==> config.mk <==
export PLATFORM = sky130hd
export DESIGN_NAME = pipe_stage_chain_flat
export DESIGN_NICKNAME = d
export VERILOG_FILES = /design/src/rtl/pipe_stage_chain_pkg.sv /design/src/rtl/pipe_stage_chain_if.sv /design/src/rtl/pipe_stage_cell.sv /design/src/rtl/pipe_stage_chain.sv /design/src/flat_wrapper.sv
export SDC_FILE = /design/constraint.sdc
export NUM_CORES = 1
export LEC_CHECK = 0
export ABC_AREA = 1
export ABC_CLOCK_PERIOD_IN_PS = 2050
export BUFFER_PORTS_ARGS = -buffer_cell sky130_fd_sc_hd__buf_2
export CAP_MARGIN = 20
export CORE_MARGIN = 8
export CORE_UTILIZATION = 48
export DETAILED_ROUTE_END_ITERATION = 16
export PLACE_DENSITY = 0.76
export SLEW_MARGIN = 30
export SYNTH_ARGS = -nofsm -noshare
export SYNTH_HDL_FRONTEND = slang
export SYNTH_SLANG_ARGS = --single-unit
==> constraint.sdc <==
create_clock -name clk -period 2.05 [get_ports clk]
set_clock_uncertainty 0.1 [all_clocks]
set_input_delay 0.41 -clock clk [delete_from_list [all_inputs] [get_ports clk]]
set_output_delay 0.41 -clock clk [all_outputs]
set_load 0.03 [all_outputs]
==> src/rtl/pipe_stage_chain_pkg.sv <==
// Shared helpers for the pipe_stage_chain register pipeline.
package pipe_stage_chain_pkg;

  // Width of a counter that must hold every value from 0 to depth inclusive.
  function automatic int occ_width(input int depth);
    return $clog2(depth + 1);
  endfunction

endpackage

==> src/rtl/pipe_stage_chain_if.sv <==
// Ready/valid stream bundle for pipe_stage_chain, including flush and occupancy.
interface pipe_stage_chain_if
  import pipe_stage_chain_pkg::*;
#(
  parameter int WIDTH = 32,
  parameter int DEPTH = 2
);
  localparam int OCC_W = occ_width(DEPTH);

  logic             flush;
  logic             in_valid;
  logic             in_ready;
  logic [WIDTH-1:0] in_data;
  logic             out_valid;
  logic             out_ready;
  logic [WIDTH-1:0] out_data;
  logic [OCC_W-1:0] occupancy;

  // Side that drives beats in, consumes beats out and controls flush.
  modport master (
    output flush, in_valid, in_data, out_ready,
    input  in_ready, out_valid, out_data, occupancy
  );

  // The pipeline itself.
  modport slave (
    input  flush, in_valid, in_data, out_ready,
    output in_ready, out_valid, out_data, occupancy
  );
endinterface

==> src/rtl/pipe_stage_cell.sv <==
// One pipeline stage: a valid bit plus a WIDTH-bit payload register.
module pipe_stage_cell #(
  parameter int WIDTH      = 32,
  parameter bit CLEAR_DATA = 1'b1
) (
  input  logic             clk,
  input  logic             rst,
  input  logic             flush,
  input  logic             load,
  input  logic             in_valid,
  input  logic [WIDTH-1:0] in_data,
  output logic             valid,
  output logic [WIDTH-1:0] data
);

  // Valid bit: reset and flush empty the stage, load copies the upstream valid.
  // NOTE: sequential state uses non-blocking assignments so every stage samples
  // its neighbour's pre-edge value and the chain shifts by exactly one stage.
  always_ff @(posedge clk or posedge rst) begin
    if (rst) begin
      valid <= 1'b0;
    end else if (flush) begin
      valid <= 1'b0;
    end else if (load) begin
      valid <= in_valid;
    end
  end

  generate
    if (CLEAR_DATA) begin : g_clear_data
      // Payload with clearing: reset and flush zero it, a valid beat loads it.
      always_ff @(posedge clk or posedge rst) begin
        if (rst) begin
          data <= '0;
        end else if (flush) begin
          data <= '0;
        end else if (load && in_valid) begin
          data <= in_data;
        end
      end
    end else begin : g_keep_data
      // Payload without clearing: only a valid beat ever changes it.
      // NOTE: this data register deliberately has no reset; the valid bit alone
      // says whether the contents mean anything, so the flop can stay reset-free.
      always_ff @(posedge clk) begin
        if (!flush && load && in_valid) begin
          data <= in_data;
        end
      end
    end
  endgenerate

endmodule

==> src/rtl/pipe_stage_chain.sv <==
// DEPTH-deep stallable, flushable register pipeline with bubble collapsing.
module pipe_stage_chain
  import pipe_stage_chain_pkg::*;
#(
  parameter int WIDTH      = 32,
  parameter int DEPTH      = 2,
  parameter bit CLEAR_DATA = 1'b1
) (
  input logic               clk,
  input logic               rst,
  pipe_stage_chain_if.slave bus
);

  localparam int OCC_W = occ_width(DEPTH);

  logic [DEPTH:0]   rdy;
  logic [DEPTH-1:0] valid;
  logic [WIDTH-1:0] data    [DEPTH];
  logic [DEPTH-1:0] stg_vin;
  logic [WIDTH-1:0] stg_din [DEPTH];
  logic             in_rdy;
  logic [OCC_W-1:0] occ;

  // Ready chain from the output back to the input: an empty stage always
  // accepts, which is what lets a stalled output compact the beats behind it.
  always_comb begin
    rdy[DEPTH] = bus.out_ready;
    for (int i = DEPTH - 1; i >= 0; i--) begin
      rdy[i] = !valid[i] || rdy[i + 1];
    end
  end

  assign in_rdy = rdy[0] && !bus.flush;

  generate
    for (genvar i = 0; i < DEPTH; i++) begin : g_stage
      if (i == 0) begin : g_head
        assign stg_vin[i] = bus.in_valid && in_rdy;
        assign stg_din[i] = bus.in_data;
      end else begin : g_body
        assign stg_vin[i] = valid[i - 1];
        assign stg_din[i] = data[i - 1];
      end

      pipe_stage_cell #(
        .WIDTH      (WIDTH),
        .CLEAR_DATA (CLEAR_DATA)
      ) u_cell (
        .clk      (clk),
        .rst      (rst),
        .flush    (bus.flush),
        .load     (rdy[i]),
        .in_valid (stg_vin[i]),
        .in_data  (stg_din[i]),
        .valid    (valid[i]),
        .data     (data[i])
      );
    end
  endgenerate

  // Occupancy is the population count of the registered valid bits.
  // NOTE: occ gets a default before the loop so no path leaves it unassigned,
  // which keeps this block purely combinational instead of inferring a latch.
  always_comb begin
    occ = '0;
    for (int i = 0; i < DEPTH; i++) begin
      occ = occ + OCC_W'(valid[i]);
    end
  end

  assign bus.in_ready  = in_rdy;
  assign bus.out_valid = valid[DEPTH - 1];
  assign bus.out_data  = data[DEPTH - 1];
  assign bus.occupancy = occ;

endmodule

==> src/flat_wrapper.sv <==
// flat-port wrapper written by rule: the top's interface ports become plain ports
module pipe_stage_chain_flat import pipe_stage_chain_pkg::*;
#(
  parameter int WIDTH      = 32,
  parameter int DEPTH      = 2,
  parameter bit CLEAR_DATA = 1'b1
)
  (clk, rst, bus_flush, bus_in_valid, bus_in_data, bus_out_ready, bus_in_ready, bus_out_valid, bus_out_data, bus_occupancy);
  pipe_stage_chain_if #(.WIDTH(WIDTH), .DEPTH(DEPTH)) bus_i ();
  input logic clk;
  input logic rst;
  input wire logic [$bits(bus_i.flush)-1:0] bus_flush;
  input wire logic [$bits(bus_i.in_valid)-1:0] bus_in_valid;
  input wire logic [$bits(bus_i.in_data)-1:0] bus_in_data;
  input wire logic [$bits(bus_i.out_ready)-1:0] bus_out_ready;
  output wire logic [$bits(bus_i.in_ready)-1:0] bus_in_ready;
  output wire logic [$bits(bus_i.out_valid)-1:0] bus_out_valid;
  output wire logic [$bits(bus_i.out_data)-1:0] bus_out_data;
  output wire logic [$bits(bus_i.occupancy)-1:0] bus_occupancy;
  assign bus_i.flush = bus_flush;
  assign bus_i.in_valid = bus_in_valid;
  assign bus_i.in_data = bus_in_data;
  assign bus_i.out_ready = bus_out_ready;
  assign bus_in_ready = bus_i.in_ready;
  assign bus_out_valid = bus_i.out_valid;
  assign bus_out_data = bus_i.out_data;
  assign bus_occupancy = bus_i.occupancy;
  pipe_stage_chain #(.WIDTH(WIDTH), .DEPTH(DEPTH), .CLEAR_DATA(CLEAR_DATA)) u_core (.clk(clk), .rst(rst), .bus(bus_i));
endmodule
==> metrics.cfg <==
[outcome]
status = finished, final reports clean

[detailed_routing]
drt-wirelength-per-cell_microns = 12.5
wirelength_microns = 6250
drt_iter0_drc = 103
ant_nets = 0
dr.pass1.iters = 4
drc = 0
vias = 2332
viasPerCell = 4.67

[synth]
synth_nets = 414
synthCells = 376
synth.avg_cell_area_sq_um = 8.22
yosys_warnings = 0
async_flop_share = 1.00
ys_types = 17
syn_area_sq_mm = 0.00309
yosysMostFrequentCell = nand2_1
synth_common_cells = nand2_1, dfrtp_1, inv_1
ys_ff_latch = 66
seq_area_frac_synth = 0.534
netlist.area_leader.share = 0.534
yosys.area.top_type = dfrtp_1
yosys-top-cells-area = dfrtp_1, nand2_1, buf_4, inv_1, nand3_1
synth_edf_count = 0
ys.flop_type = dfrtp_1

[place]
portBuffers = 72
place_congestion = 0.749
place_area_sq_mm = 0.00329
hpwl_microns = 4400

[clocking]
clkTransAtPathRegs_ps = 70
h-tree-depth = 3
cts.path.max_buffers = 2
post_cts_buffers = 0
cts-resized-gates = 0
hold_buffers = 0
root_buffer = clkbuf_8
clock_latency_ps = 330
cts_tree = done
cts_buffers = 9
cts.sinks = 66

[critical_path]
path_max_fanout = 4
reg2reg_slack_ps = 650
end_kind = output pin
cp.required_ps = 1540
startpoint_type = register
crit_arrival_ps = 1210
worstSetupPathType = register to output pin

[floorplanning]
die_h_microns = 96.2
core.rowCount = 29
start_util = 0.492
core-area_sq_mm = 0.00628
die_x_microns = 96.2
ios = 73
dieArea_sq_mm = 0.00926

[power_and_ir_drop]
ir_worst_vdd_uv = 357
power_mw = 2.96
p_leak_nw = 2.05
power_density_mw_per_mm2 = 844

[sta]
hold_viol_final = 0
max_freq_ghz = 0.581
drv_slew = 0
fin_crit_sh = 0.839
period_minus_slack_ps = 1720
setup_viol = 0
worst_pin_slew_ps = 602
rsz0062_at_grt = no
finalSetupTns_ps = 0
relSlewSlack = 0.598

[cells_and_area]
n_antenna_cell = 0
fillCellCount = 614
area_delta_synth_final_pct = 13.6
final_util = 0.559
final_area_sq_mm = 0.00351
layout-drive-gt1-share = 0.237
final_nets = 455

[global_routing]
antenna_found_initial = 0
grt_max_degree = 61
grt_pass1_wl_microns = 10200
gr-total-overflow = 0
grt_use_total = 0.142
grt_pass1_vias = 2312

[min_path]
hp-class = input pin to asynchronous set/reset pin

[job]
maxCapViolations = 0

path summary, 6_finish.rpt:
path / endpoint / cells after the start / from
worst max-delay path: bus_occupancy[0] / 2 / u_core.g_stage[1].u_cell.valid$_DFFE_PP0P_
worst min-delay path: u_core.g_stage[1].u_cell.data[18]$_DFFE_PP0P_ / 2 / rst
worst max register to register: u_core.g_stage[1].u_cell.data[19]$_DFFE_PP0P_ / 5 / u_core.g_stage[1].u_cell.valid$_DFFE_PP0P_
worst min register to register: u_core.g_stage[1].u_cell.data[0]$_DFFE_PP0P_ / 2 / u_core.g_stage[0].u_cell.data[0]$_DFFE_PP0P_
max in group asynchronous: u_core.g_stage[1].u_cell.data[15]$_DFFE_PP0P_ / 3 / rst
min in group clk: u_core.g_stage[0].u_cell.data[16]$_DFFE_PP0P_ / 3 / bus_in_data[16]
layer usage:
layer / wire [microns] / track usage / up-vias / part of all wire
met5: 0 / 0 / - / 0
met4: 129 / 0.0807 / 0 / 0.021
met1: 2650 / 0.153 / 1078 / 0.42
met2: 3150 / 0.249 / 45 / 0.50
li1: - / - / 1197 / -
met3: 316 / 0.0343 / 12 / 0.051
per-stage QoR:
step	hold slack (ps)	setup WS [ps]	instances
after floorplan	343	547	376
after global placement	353	497	483
after detailed placement	360	463	483
after CTS	49.1	307	499
after global routing	82.3	234	499
final	44.5	329	499
where the power goes:
group	total, mW	internal [mW]	leakage [nW]	switching, mW
combinational	0.389	0.122	1.05	0.267
clock	1.15	0.697	0.110	0.457
sequential	1.42	1.38	0.885	0.0367
logic make-up after synthesis:
| group | synth area share |
|---|---|
| adder cells (fa/ha/maj) | 0.00405 |
| buffers and inverters | 0.181 |
| flip-flops | 0.534 |
| AND/OR/NAND/NOR | 0.234 |
| AO/OA/AOI/OAI | 0.0470 |
state kept, by name, summed over array words and instances (netlist names):
signal and count:
u_core.g_stage.u_cell.data 64, u_core.g_stage.u_cell.valid 2
layout make-up:
| cell class | count | area, sq um | area share |
|---|---|---|---|
| Timing Repair Buffer | 80 | 445 | 0.127 |
| Tap cell | 77 | 96.3 | 0.0274 |
| Sequential cell | 66 | 1650 | 0.470 |
| Inverter | 58 | 221 | 0.0631 |
| Clock inverter | 1 | 30.0 | 0.00855 |
| Multi-Input combinational cell | 202 | 880 | 0.251 |
| Clock buffer | 15 | 186 | 0.0531 |
worst max-delay path: stages (launching register included):
cell	delay, ps
dfrtp_1	420
ha_1	280
buf_2	190
cells in the final DEF, fill, tap and decap left out:
master | synthesis | layout
inv_2 | 1 | 1
clkbuf_8 | 0 | 13
dfrtp_1 | 66 | 66
buf_4 | 38 | 6
a21oi_1 | 1 | 1
nand4_1 | 5 | 5
nand2_1 | 98 | 98
inv_1 | 57 | 56
buf_12 | 0 | 2
buf_2 | 9 | 72
nand3_1 | 37 | 37
clkinvlp_4 | 0 | 1
nand2_2 | 2 | 2
ha_1 | 1 | 1
bufinv_16 | 0 | 1
nor2_1 | 28 | 28
nand3_2 | 2 | 2
o21ai_1 | 27 | 27
clkbuf_1 | 2 | 2
o21ai_0 | 1 | 1
Note: power is estimated with default switching activity, not from simulation.
